--- src/rtl/ram_boot_loader_pkg.sv ---
// Shared encodings for the RAM boot loader and the datapath bus fields.
package ram_boot_loader_pkg;

  typedef enum logic [2:0] {
    IDLE    = 3'd0,
    LEN0    = 3'd1,
    LEN1    = 3'd2,
    COLLECT = 3'd3,
    WRITE   = 3'd4,
    VERIFY  = 3'd5,
    DONE    = 3'd6,
    ERROR   = 3'd7
  } state_t;

  localparam logic [1:0]  SIZE_DWORD = 2'b11;
  localparam logic [1:0]  RAM_CS     = 2'b01;
  localparam logic [31:0] GPIO_DIR   = 32'd254;
  localparam logic [31:0] GPIO_RW    = 32'd255;

endpackage

--- src/rtl/ram_boot_loader_packer.sv ---
// Assembles a little-endian stream of bytes into a 64-bit doubleword.
module byte_packer_64 (
  input  logic        clk,
  input  logic        rst_n,
  input  logic        clear_i,
  input  logic        push_i,
  input  logic [7:0]  byte_i,
  output logic [63:0] word_o,
  output logic        word_full_o
);

  logic [2:0]  idx_q, idx_d;
  logic [63:0] word_q, word_d;

  always_comb begin
    idx_d  = idx_q;
    word_d = word_q;
    if (clear_i) begin
      idx_d = '0;
    end else if (push_i) begin
      word_d[{idx_q, 3'b000} +: 8] = byte_i;
      idx_d                        = idx_q + 3'd1;
    end
  end

  always_ff @(posedge clk or negedge rst_n) begin
    if (!rst_n) begin
      idx_q  <= '0;
      word_q <= '0;
    end else begin
      idx_q  <= idx_d;
      word_q <= word_d;
    end
  end

  assign word_o      = word_q;
  assign word_full_o = push_i && !clear_i && (idx_q == 3'd7);

endmodule

--- src/rtl/ram_boot_loader.sv ---
// Boot loader: streams a counted image into RAM as doublewords, verifying each by readback.
module ram_boot_loader
  import ram_boot_loader_pkg::*;
#(
  parameter int unsigned ADDR_W = 32,
  parameter int unsigned CNT_W  = 16
) (
  input  logic              clock,
  input  logic              reset,
  input  logic              start,
  input  logic [ADDR_W-1:0] base_addr,
  input  logic [7:0]        in_data,
  input  logic              in_valid,
  output logic              in_ready,
  output logic [ADDR_W-1:0] mem_address,
  output logic [63:0]       mem_data_out,
  output logic              mem_data_oe,
  input  logic [63:0]       mem_data_in,
  output logic [1:0]        mem_cs,
  output logic              mem_write_en,
  output logic              mem_read,
  output logic [1:0]        size,
  output logic              cpu_hold,
  output logic              busy,
  output logic              done,
  output logic              error,
  output logic [CNT_W-1:0]  words_written
);

  state_t             state_q, state_d;
  logic [ADDR_W-1:0]  addr_q, addr_d;
  logic [CNT_W-1:0]   n_q, n_d;
  logic [CNT_W-1:0]   ww_q, ww_d;
  logic               xfer, push, pk_clear, word_full;
  logic [63:0]        word;
  logic               bus_d;

  logic               in_ready_q, hold_q, done_q, error_q;
  logic [ADDR_W-1:0]  mem_address_q;
  logic [63:0]        mem_data_out_q;
  logic               mem_data_oe_q, mem_write_en_q, mem_read_q;
  logic [1:0]         mem_cs_q, size_q;

  logic               unused_base_lsbs;
  assign unused_base_lsbs = ^base_addr[2:0];

  byte_packer_64 u_packer (
    .clk         (clock),
    .rst_n       (reset),
    .clear_i     (pk_clear),
    .push_i      (push),
    .byte_i      (in_data),
    .word_o      (word),
    .word_full_o (word_full)
  );

  assign xfer = in_valid && in_ready_q;

  always_comb begin
    state_d  = state_q;
    addr_d   = addr_q;
    n_d      = n_q;
    ww_d     = ww_q;
    push     = 1'b0;
    pk_clear = 1'b0;
    unique case (state_q)
      IDLE, DONE, ERROR: begin
        if (start) begin
          state_d  = LEN0;
          addr_d   = {base_addr[ADDR_W-1:3], 3'b000};
          ww_d     = '0;
          pk_clear = 1'b1;
        end
      end
      LEN0: begin
        if (xfer) begin
          n_d     = CNT_W'(in_data);
          state_d = LEN1;
        end
      end
      LEN1: begin
        if (xfer) begin
          n_d     = CNT_W'({in_data, n_q[7:0]});
          state_d = (n_d == '0) ? DONE : COLLECT;
        end
      end
      COLLECT: begin
        push = xfer;
        if (word_full) state_d = WRITE;
      end
      WRITE: state_d = VERIFY;
      VERIFY: begin
        if (mem_data_in != word) begin
          state_d = ERROR;
        end else begin
          ww_d    = ww_q + CNT_W'(1);
          addr_d  = addr_q + ADDR_W'(8);
          state_d = (ww_d == n_q) ? DONE : COLLECT;
        end
      end
      default: state_d = IDLE;
    endcase
  end

  assign bus_d = (state_d == WRITE) || (state_d == VERIFY);

  // Outputs are decoded from the next state so they line up with state_q.
  // The packer's top lane is still being written on the WRITE entry edge,
  // so the write data is merged here from the incoming byte.
  always_ff @(posedge clock or negedge reset) begin
    if (!reset) begin
      state_q        <= IDLE;
      addr_q         <= '0;
      n_q            <= '0;
      ww_q           <= '0;
      in_ready_q     <= 1'b0;
      hold_q         <= 1'b0;
      done_q         <= 1'b0;
      error_q        <= 1'b0;
      mem_address_q  <= '0;
      mem_data_out_q <= '0;
      mem_data_oe_q  <= 1'b0;
      mem_write_en_q <= 1'b0;
      mem_read_q     <= 1'b0;
      mem_cs_q       <= '0;
      size_q         <= '0;
    end else begin
      state_q        <= state_d;
      addr_q         <= addr_d;
      n_q            <= n_d;
      ww_q           <= ww_d;
      in_ready_q     <= state_d inside {LEN0, LEN1, COLLECT};
      hold_q         <= state_d inside {LEN0, LEN1, COLLECT, WRITE, VERIFY};
      done_q         <= (state_d == DONE);
      error_q        <= (state_d == ERROR);
      mem_address_q  <= bus_d ? addr_d : '0;
      mem_data_out_q <= (state_d == WRITE) ? {in_data, word[55:0]} : '0;
      mem_data_oe_q  <= (state_d == WRITE);
      mem_write_en_q <= (state_d == WRITE);
      mem_read_q     <= (state_d == VERIFY);
      mem_cs_q       <= bus_d ? RAM_CS : '0;
      size_q         <= bus_d ? SIZE_DWORD : '0;
    end
  end

  assign in_ready      = in_ready_q;
  assign mem_address   = mem_address_q;
  assign mem_data_out  = mem_data_out_q;
  assign mem_data_oe   = mem_data_oe_q;
  assign mem_cs        = mem_cs_q;
  assign mem_write_en  = mem_write_en_q;
  assign mem_read      = mem_read_q;
  assign size          = size_q;
  assign cpu_hold      = hold_q;
  assign busy          = hold_q;
  assign done          = done_q;
  assign error         = error_q;
  assign words_written = ww_q;

endmodule

--- config.mk ---
export PLATFORM = sky130hd
export DESIGN_NAME = ram_boot_loader
export DESIGN_NICKNAME = d
export VERILOG_FILES = /design/src/rtl/ram_boot_loader_pkg.sv /design/src/rtl/ram_boot_loader_packer.sv /design/src/rtl/ram_boot_loader.sv
export SDC_FILE = /design/constraint.sdc
export NUM_CORES = 1
export LEC_CHECK = 0
export BUFFER_PORTS_ARGS = -buffer_cell sky130_fd_sc_hd__buf_2
export CAP_MARGIN = 20
export CORE_ASPECT_RATIO = 0.5
export CORE_MARGIN = 5
export CORE_UTILIZATION = 45
export DETAILED_ROUTE_END_ITERATION = 12
export PLACE_DENSITY = 0.78
export SLEW_MARGIN = 20
export SYNTH_ARGS = -nofsm -noshare
export SYNTH_HDL_FRONTEND = slang
export SYNTH_HIERARCHICAL = 1
export SYNTH_SLANG_ARGS = --single-unit
--- constraint.sdc ---
create_clock -name clock -period 3.66 [get_ports clock]
set_input_delay 0.549 -clock clock [delete_from_list [all_inputs] [get_ports clock]]
set_output_delay 0.549 -clock clock [all_outputs]
set_load 0.005 [all_outputs]
* Yosys cells after proc, flatten, opt, wreduce, memory -nomap -nowiden
Cells that the tools add are included.
** Storage, ports and cells
- Bits of input ports :: 108
- Output and inout port bits :: 124
- Word-level logic and storage cells :: 90
- Register bits after elaboration :: 239
** Cells by class
- Bitwise gates (word level) :: 2
- Equality and inequality tests :: 21
- Add/subtract/negate cells :: 4
- Muxes and demuxes :: 27
- Shift-type cells :: 2
- Reductions and logical operators :: 17
** Operators with widths (number)
- 32-bit 2-to-1 mux :: 3
- 64-bit bitwise mux :: 1
- 16-bit 2-to-1 mux :: 4
- 64-bit 2-to-1 mux :: 1
- 64-bit != test :: 1
- 16-bit case mux with 2 select lines :: 2
- 32-bit case mux with 2 select lines :: 1
- 8-bit by 8-bit variable shift with 64-bit output (first input constant) :: 1
- 8-bit by 8-bit indexed part select with 64-bit output :: 1
- 32-bit by 4-bit adder with 32-bit output (second input constant) :: 1
- 3-bit equality test (second input constant) :: 9
- 3-bit 2-to-1 mux :: 9
- 3-bit case mux with 6 select lines :: 1
- 16-bit by 1-bit adder with 16-bit output (second input constant) :: 1
- 16-bit equality test :: 1
- 16-bit zero test :: 1
- 3-bit by 2-bit equality test with 1-bit output (second input constant) :: 4
- 3-bit AND reduction :: 3
- 2-bit != test (second input constant) :: 4
- 6-bit negator with 8-bit output :: 1
- 3-bit by 1-bit equality test with 1-bit output (second input constant) :: 2
- 2-bit nonzero test :: 3
- 5-bit nonzero test :: 1
- 1-bit 2-to-1 mux :: 4
- other kinds (10) :: 13

* Depth between registers and ports, before layout
Gate-level depths: netlist (run 1).
- Depth in word-level cells :: 11
- Mapped depth :: 15
- Mapped depth without buffers :: 10

* Cells and area by module
The synthesis (run 1) kept the hierarchy.
** By module, submodules not included
- ram_boot_loader :: times used 1, area each 8628.3 um2, cells an instance 850, sequential area each 4254.1 um2
- byte_packer_64 :: times used 1, area each 2989.1 um2, cells an instance 210, sequential area each 1676.6 um2

* Worst setup path after synthesis (run 1)
No wires, ideal clock.
- Path kind :: reg2reg
- From :: reg state_q[0]
- To :: reg hold_q, in the netlist busy
- Setup time :: 0.126 ns
- Buffers on the path :: 6
- Data required time :: 3.534 ns
- Period minus slack after synthesis :: 2.868 ns
- Arrival :: 2.742 ns
- Slack :: 0.792 ns
- Cell stages (with the launch flop) :: 16
- Cell sequence :: dfrtp_1 -> clkbuf_1 -> nor3_1 -> a21oi_1 -> nor2b_1 -> buf_2 -> buf_2 -> buf_2 -> and3b_1 -> nand2_1 -> a21oi_1 -> a21oi_1 -> a21o_1 -> buf_2 -> buf_2 -> o21ai_1
** Between the ends
- Cells in the longest elaborated chain, start to end :: 10
- Elaborated cells on any way between the ends :: 25
** RTL lines
- start: declaration :: line ram_boot_loader.sv:30 : state_t state_q, state_d;
- start signal: assignment :: line ram_boot_loader.sv:128 : state_q <= state_d;
- 3-bit equality test or 3-bit zero test (tied branches) :: line ram_boot_loader.sv:66 : unique case (state_q)
- 3-bit OR reduction (*) :: line ram_boot_loader.sv:66
- 1-bit 2-to-1 mux (*) :: line ram_boot_loader.sv:66
- via pk_clear :: line ram_boot_loader.sv:34 : logic xfer, push, pk_clear, word_full;
- 1-bit zero test (*) :: line ram_boot_loader_packer.sv:37 : assign word_full_o = push_i && !clear_i && (idx_q == 3'd7);
- 1-bit logical AND (*) (2 in series) :: line ram_boot_loader_packer.sv:37
- via word_full :: line ram_boot_loader.sv:34
- 3-bit 2-to-1 mux (*) :: line ram_boot_loader.sv:89 : if (word_full) state_d = WRITE;
- 3-bit case mux with 6 select lines (*) :: line ram_boot_loader.sv:66
- via state_d[1] :: line ram_boot_loader.sv:30
- 3-bit by 1-bit equality test with 1-bit output, or another cell as far along :: line ram_boot_loader.sv:133 : hold_q <= state_d inside {LEN0, LEN1, COLLECT, WRITE, VERIFY};
- 5-bit nonzero test (*) :: line ram_boot_loader.sv:133
- end signal: assignment :: line ram_boot_loader.sv:133
- end: declaration :: line ram_boot_loader.sv:38 : logic in_ready_q, hold_q, done_q, error_q;
Mark *: on every way through the listed nets, which the timed path passes. The rest lies on a longest branch.
A chain may end at the register's enable or synchronous reset.

* Final worst setup path (run 1)
- From :: reg state_q[1]
- To :: reg mem_address_q[20], in the netlist mem_address[20]
** Between the ends
- Cells in the longest elaborated chain, start to end :: 11
- Elaborated cells on any way between the ends :: 24
** RTL lines
- 3-bit equality test or 3-bit zero test (tied branches) :: line ram_boot_loader.sv:66
- 3-bit OR reduction :: line ram_boot_loader.sv:66
- 1-bit 2-to-1 mux :: line ram_boot_loader.sv:66
- 1-bit zero test :: line ram_boot_loader_packer.sv:37
- 1-bit logical AND (*) (2 in series) :: line ram_boot_loader_packer.sv:37
- via word_full :: line ram_boot_loader.sv:34
- 3-bit 2-to-1 mux (*) :: line ram_boot_loader.sv:89
- 3-bit case mux with 6 select lines (*) :: line ram_boot_loader.sv:66
- via state_d[1] :: line ram_boot_loader.sv:30
- 3-bit equality test :: line ram_boot_loader.sv:105 : assign bus_d = (state_d == WRITE) || (state_d == VERIFY);
- 1-bit logical OR (*) :: line ram_boot_loader.sv:105
- via bus_d :: line ram_boot_loader.sv:36 : logic bus_d;
- 32-bit 2-to-1 mux (*) :: line ram_boot_loader.sv:136 : mem_address_q <= bus_d ? addr_d : '0;
- end signal: assignment :: line ram_boot_loader.sv:136
- end: declaration :: line ram_boot_loader.sv:39 : logic [ADDR_W-1:0] mem_address_q;
Marks and branches as above.

==> metrics, run 1 <==
status=finished with violations; failing checks=hold timing; RR Startpoint=state_q[1]; slowest cell on the critical path=dfrtp_1; Resized cells post-CTS=0; setup bufs post-CTS=0; RSZ-0062 raised after global routing=no; drt total wl=31900 um; Final ANT Viol Nets=0; Clock Skew=0.0194 ns; Area growth syn-to-layout=19.1%; hold_buf cts=0; critical path peak fanout=29; max-cap violation count=0; mapped cell area=11600 um^2; Pwr per Cell Area=~610 nW/um^2; RD Place Congestion=about 0.87; crit-path leading delay family=simple AND/OR/NAND/NOR gates; antenna violations before repair=0; CTS tree=done; Vias/cell=5.52; final worst-path cycle share=0.817; commonest cells after routing, fill and taps aside=237 x dfrtp_1, 226 x buf_2, 96 x and2_1; WP data required=4.07 ns; chip height=around 120 um; Clk pin slew, worst setup/hold paths=~0.070 ns; ys flop type=dfrtp_1; worst hold slack=-0.0230 ns; fin nets=1385; R2R Path End=mem_address[20]; Final Hold Vio Count=4; worst min path class=in2async; total grt overflow=0; Leakage Power=between 6 and 7 nW; CP endpoint kind=register; critical-path cell list=nor3_1 > a21oi_1 > nor2b_4 > and3b_1 > nand2_1 > a21oi_1 > a21oi_1 > a21o_1 > buf_4 > inv_1 > and2_1; area of the multi-input gates=5330 um^2; peak supply drop=0.293 mV; total negative slack=0 ns; router iterations before antenna repair=6; Data arrival, critical path=3.40 ns; EDFF count, synth=0; yosys warns=6; most common cell after layout, fill and taps aside=dfrtp_1; first-pass GRT wire length=~50000 um; share of cells above drive strength 1=0.294; # IOs=roughly 230; Mapped Cells=1060; slowest stage delay, CP=0.56 ns; library cells used by synthesis=78; deepest level of the CTS H-tree=1; vias=8991; Die Footprint=29300 um^2; Port Buffers=about 230; ys async rst share=1.00; reg2reg path depth=11; Root Buffer=clkbuf_16; clk buf depth=3; Final Slew Violations=0; Achievable Freq=334 MHz; Net Count, Synth=1178; filler cell count in the final layout=2165; DRT iter0 DRCs=607; Core Area=between 20000 and 30000 um^2; actual slew at the worst max-slew pin=roughly 0.91 ns; row count=41; Die W=237 um; Worst-Skew Late Latency=0.54 ns; crit path time final=~3.0 ns; largest net degree at the start of global routing=88; Worst setup SP type=register; initial core utilization=0.459; FF/Latch Area=5930 um^2; Diodes inserted=0; mean post-synth cell area=~11 um^2; vias in the first global route=slightly above 9000; most frequent CP cell=a21oi_1; Crit Path Class=reg2reg; # DRC=0; R2R setup slack=0.67 ns; detailed-placement wirelength estimate=22500 um; Worst slew margin=0.391; GRT Total Usage=0.213; clock sinks=237; part of the Yosys area used for sequential elements=0.511; Worst Path Buf+Inv=2; # setup viols final=0; Num CTS Buffers=23; wire per inst=between 15 and 20 um; Synth Register Bits=~240
-- worst max-delay path by stage --
stage | cells past startpoint | slack [ns] | from | end
2_1_floorplan | 15 | 0.79 | state_q[0] | busy
3_3_place_gp | 9 | 0.59 | mem_data_in[27] | mem_address[31]
3_5_place_dp | 9 | 0.46 | mem_data_in[27] | mem_address[31]
4_1_cts | 8 | 0.65 | u_packer/word_o[27] | mem_address[29]
5_1_grt | 11 | 0.40 | state_q[1] | mem_address[20]
6_report | 11 | 0.67 | state_q[1] | mem_address[20]
-- Yosys cell counts (11+ instances only) --
master,instances,area [um^2]
o21ai_1,13,65.1
o21ai_0,19,95.1
and2_1,96,601
nor2_1,47,176
buf_2,23,115
xnor2_1,79,692
and3_1,18,113
a21oi_1,30,150
nand4_1,30,188
nand3_1,34,170
a22oi_1,15,113
nor4_1,14,87.6
clkbuf_1,28,105
inv_1,19,71.3
nand2_1,84,315
dfrtp_1,237,5930
nor3_1,14,70.1
mux2i_1,25,250
a22o_1,12,105
a31oi_1,11,68.8
mux2_2,58,653
-- power by group --
part           internal, W  leakage, nW  switching [W]  total [W]
sequential         0.00313         3.19       0.000630    0.00376
combinational     0.000988         3.25        0.00121    0.00220
clock              0.00141        0.383        0.00106    0.00247
-- layer usage --
layer  share of wire  track usage  up-vias
li1                -            -     4159
met1            0.43        0.285     4446
met2            0.49        0.365      327
met3           0.054       0.0356       59
met4           0.029       0.0638        0
met5               0            0        -
-- state kept, by name, indices dropped and copies added (netlist names), 3 cells and up --
name and count:
addr_q 32, u_packer/idx_q 3, mem_address 32, n_q 16, mem_data_out 64, words_written 16
state_q 3, u_packer/word_o 64
-- layout make-up --
cell class | instances | share of cell area
Sequential cell | 237 | 0.429
Multi-Input combinational cell | 742 | 0.385
Timing Repair Buffer | 242 | 0.0928
Clock buffer | 28 | 0.0437
Tap cell | 344 | 0.0311
Clock inverter | 14 | 0.0126
Inverter | 21 | 0.00570
-- kinds of logic (layout without fill, tap and decap cells) --
family,count (synthesis),count (layout),share of synthesized area
mux,85,85,0.0797
xor+xnor,87,87,0.0656
flops,237,237,0.511
fa+ha+maj,10,10,0.0108
buf+inv,81,305,0.0322
simple gates,406,406,0.209
compound gates,153,153,0.0915
other cells,1,1,0.000323
-- metrics by stage --
step / power [W] / area (um^2) / setup WS (ns) / util / instances
finish: 0.00842 / 13800 / 0.669 / 0.547 / 1628
floorplan: 0.00524 / 11600 / 0.792 / - / 1060
detailed placement: 0.00595 / 13100 / 0.456 / 0.516 / 1586
CTS: 0.00845 / 13800 / 0.652 / 0.547 / 1628
global placement: 0.00582 / 13100 / 0.587 / 0.516 / 1586
global route: 0.00889 / 13800 / 0.399 / 0.547 / 1628
No activity file was read; power rests on OpenSTA's default activity.
==> inputs of run 2 (changes only) <==
- clock period: 3.66 -> 3 ns (I/O delays scaled with it)
==> metrics, run 2 (synthesized netlist as in run 1, its figures left out) <==
status=complete, no violations; initial core utilization=0.459; hold endpoint=addr_q[18]; fin util=0.556; Worst setup SP type=register; critical-path cell list=nor3_1 > a21oi_1 > nor2b_4 > and3b_1 > nand2_1 > a21oi_1 > a21oi_1 > a21o_1 > buf_12 > inv_1 > and2_1; Resized cells post-CTS=0; deepest level of the CTS H-tree=1; Clk pin slew, worst setup/hold paths=0.06 ns; critical path peak fanout=29; commonest cells after routing, fill and taps aside=237 x dfrtp_1, 226 x buf_2, 96 x and2_1; Vias/cell=5.45; clk buf depth=3; WP data required=between 3 and 4 ns; slowest stage delay, CP=0.51 ns; Worst Setup Slack, final=0.177 ns; # IOs=between 200 and 250; clock sinks=roughly 240; Worst-Skew Late Latency=0.52 ns; Clock Skew=about 0.023 ns; Worst slew margin=0.521; Leakage Power=about 7 nW; row count=41; DP Worst Slack=around 0.11 ns; Achievable Freq=354 MHz; Area growth syn-to-layout=21.1%; final worst-path cycle share=0.941; slowest cell on the critical path=dfrtp_1; fin cells=1653; reg2reg path depth=11; RSZ-0062 raised after global routing=no; largest net degree at the start of global routing=93; Core Area=25300 um^2; # setup viols final=0; Crit Path Class=reg2reg; most frequent CP cell=a21oi_1; vias=9002; CTS tree=done; hold_buf cts=1; antenna violations before repair=1; chip height=124 um; most common cell after layout, fill and taps aside=dfrtp_1; hold path cells=3; min-delay src=base_addr[18]; Die Footprint=about 29000 um^2; GRT Total Usage=0.214; # DRC=0; R2R Path End=mem_address[2]; router iterations before antenna repair=5; placed insts=1612; worst min path class=in2reg; RR Startpoint=state_q[2]; detailed-placement wirelength estimate=23000 um; actual slew at the worst max-slew pin=0.719 ns; R2R setup slack=0.18 ns; Num CTS Buffers=22; DRT iter0 DRCs=approximately 700; Final Hold Vio Count=0; max-cap violation count=0; peak supply drop=0.385 mV; total grt overflow=0; RD Place Congestion=0.863; Root Buffer=clkbuf_16; setup bufs post-CTS=0; Data arrival, critical path=3.22 ns; Pwr per Cell Area=about 730 nW/um^2; Die W=237 um; total negative slack=0 ns; first-pass GRT wire length=between 50000 and 60000 um; crit path time final=approximately 2.8 ns; vias in the first global route=just over 9000; fin nets=1411; share of cells above drive strength 1=0.310; CP endpoint kind=register; Port Buffers=227; Final ANT Viol Nets=0; drt total wl=31800 um; Final Slew Violations=0; wire per inst=19.2 um
-- run 2: cell types whose count changed in the layout (fill, tap and decap cells not counted), sizes merged --
| cell | before | now |
|---|---|---|
| clkbuf | 28 | 29 |
| buf | 242 | 268 |
| diode | 0 | 1 |
| clkinv | 10 | 7 |
| dlygate4sd3 | 0 | 1 |
| clkinvlp | 1 | 0 |
-- run 2: worst max path at each step --
stage                         start         endpoint  cells after the start
global route             state_q[2]   mem_address[2]                     11
finish                   state_q[2]   mem_address[2]                     11
global placement    mem_data_in[27]  mem_address[31]                     10
detailed placement  mem_data_in[27]  mem_address[29]                     10
CTS                      state_q[2]   mem_address[2]                     11
floorplan                state_q[0]             busy                     15
-- run 2: per-stage QoR --
stage	cell area [um^2]	total power, W	hold WS (ns)
5_1_grt	14100	0.0109	0.147
3_5_place_dp	13300	0.00732	0.495
2_1_floorplan	11600	0.00639	0.154
3_3_place_gp	13300	0.00716	0.488
6_report	14100	0.0103	0.157
4_1_cts	14100	0.0104	0.138
-- run 2: report_power, final --
| part | internal [W] | leakage, nW | switching [W] |
|---|---|---|---|
| registers | 0.00381 | 3.19 | 0.000752 |
| logic | 0.00125 | 3.39 | 0.00147 |
| clock network | 0.00179 | 0.395 | 0.00123 |
-- run 2: area by class of cell --
| cell class | count | area (um^2) |
|---|---|---|
| Fill cell | 2100 | 11200 |
| Sequential cell | 237 | 5930 |
| Multi-Input combinational cell | 742 | 5330 |
| Timing Repair Buffer | 269 | 1500 |
| Clock buffer | 29 | 647 |
| Tap cell | 344 | 430 |
| Clock inverter | 10 | 144 |
| Inverter | 21 | 78.8 |
| Antenna cell | 1 | 2.50 |
-- run 2: per-layer routing --
| layer | GRT usage | vias to the layer above | share of wire |
|---|---|---|---|
| met4 | 0.0612 | 0 | 0.023 |
| li1 | - | 4196 | - |
| met2 | 0.365 | 295 | 0.49 |
| met1 | 0.288 | 4458 | 0.43 |
| met3 | 0.0381 | 53 | 0.057 |
| met5 | 0 | - | 0 |
-- run 2: critical path, delay by kind of cell (launching register included) --
family | cells | cell delay, ns
and+or+nand+nor | 5 | 1.18
buffers and inverters | 2 | 0.31
AOI/OAI and AO/OA | 4 | 0.68
DFF | 1 | 0.51
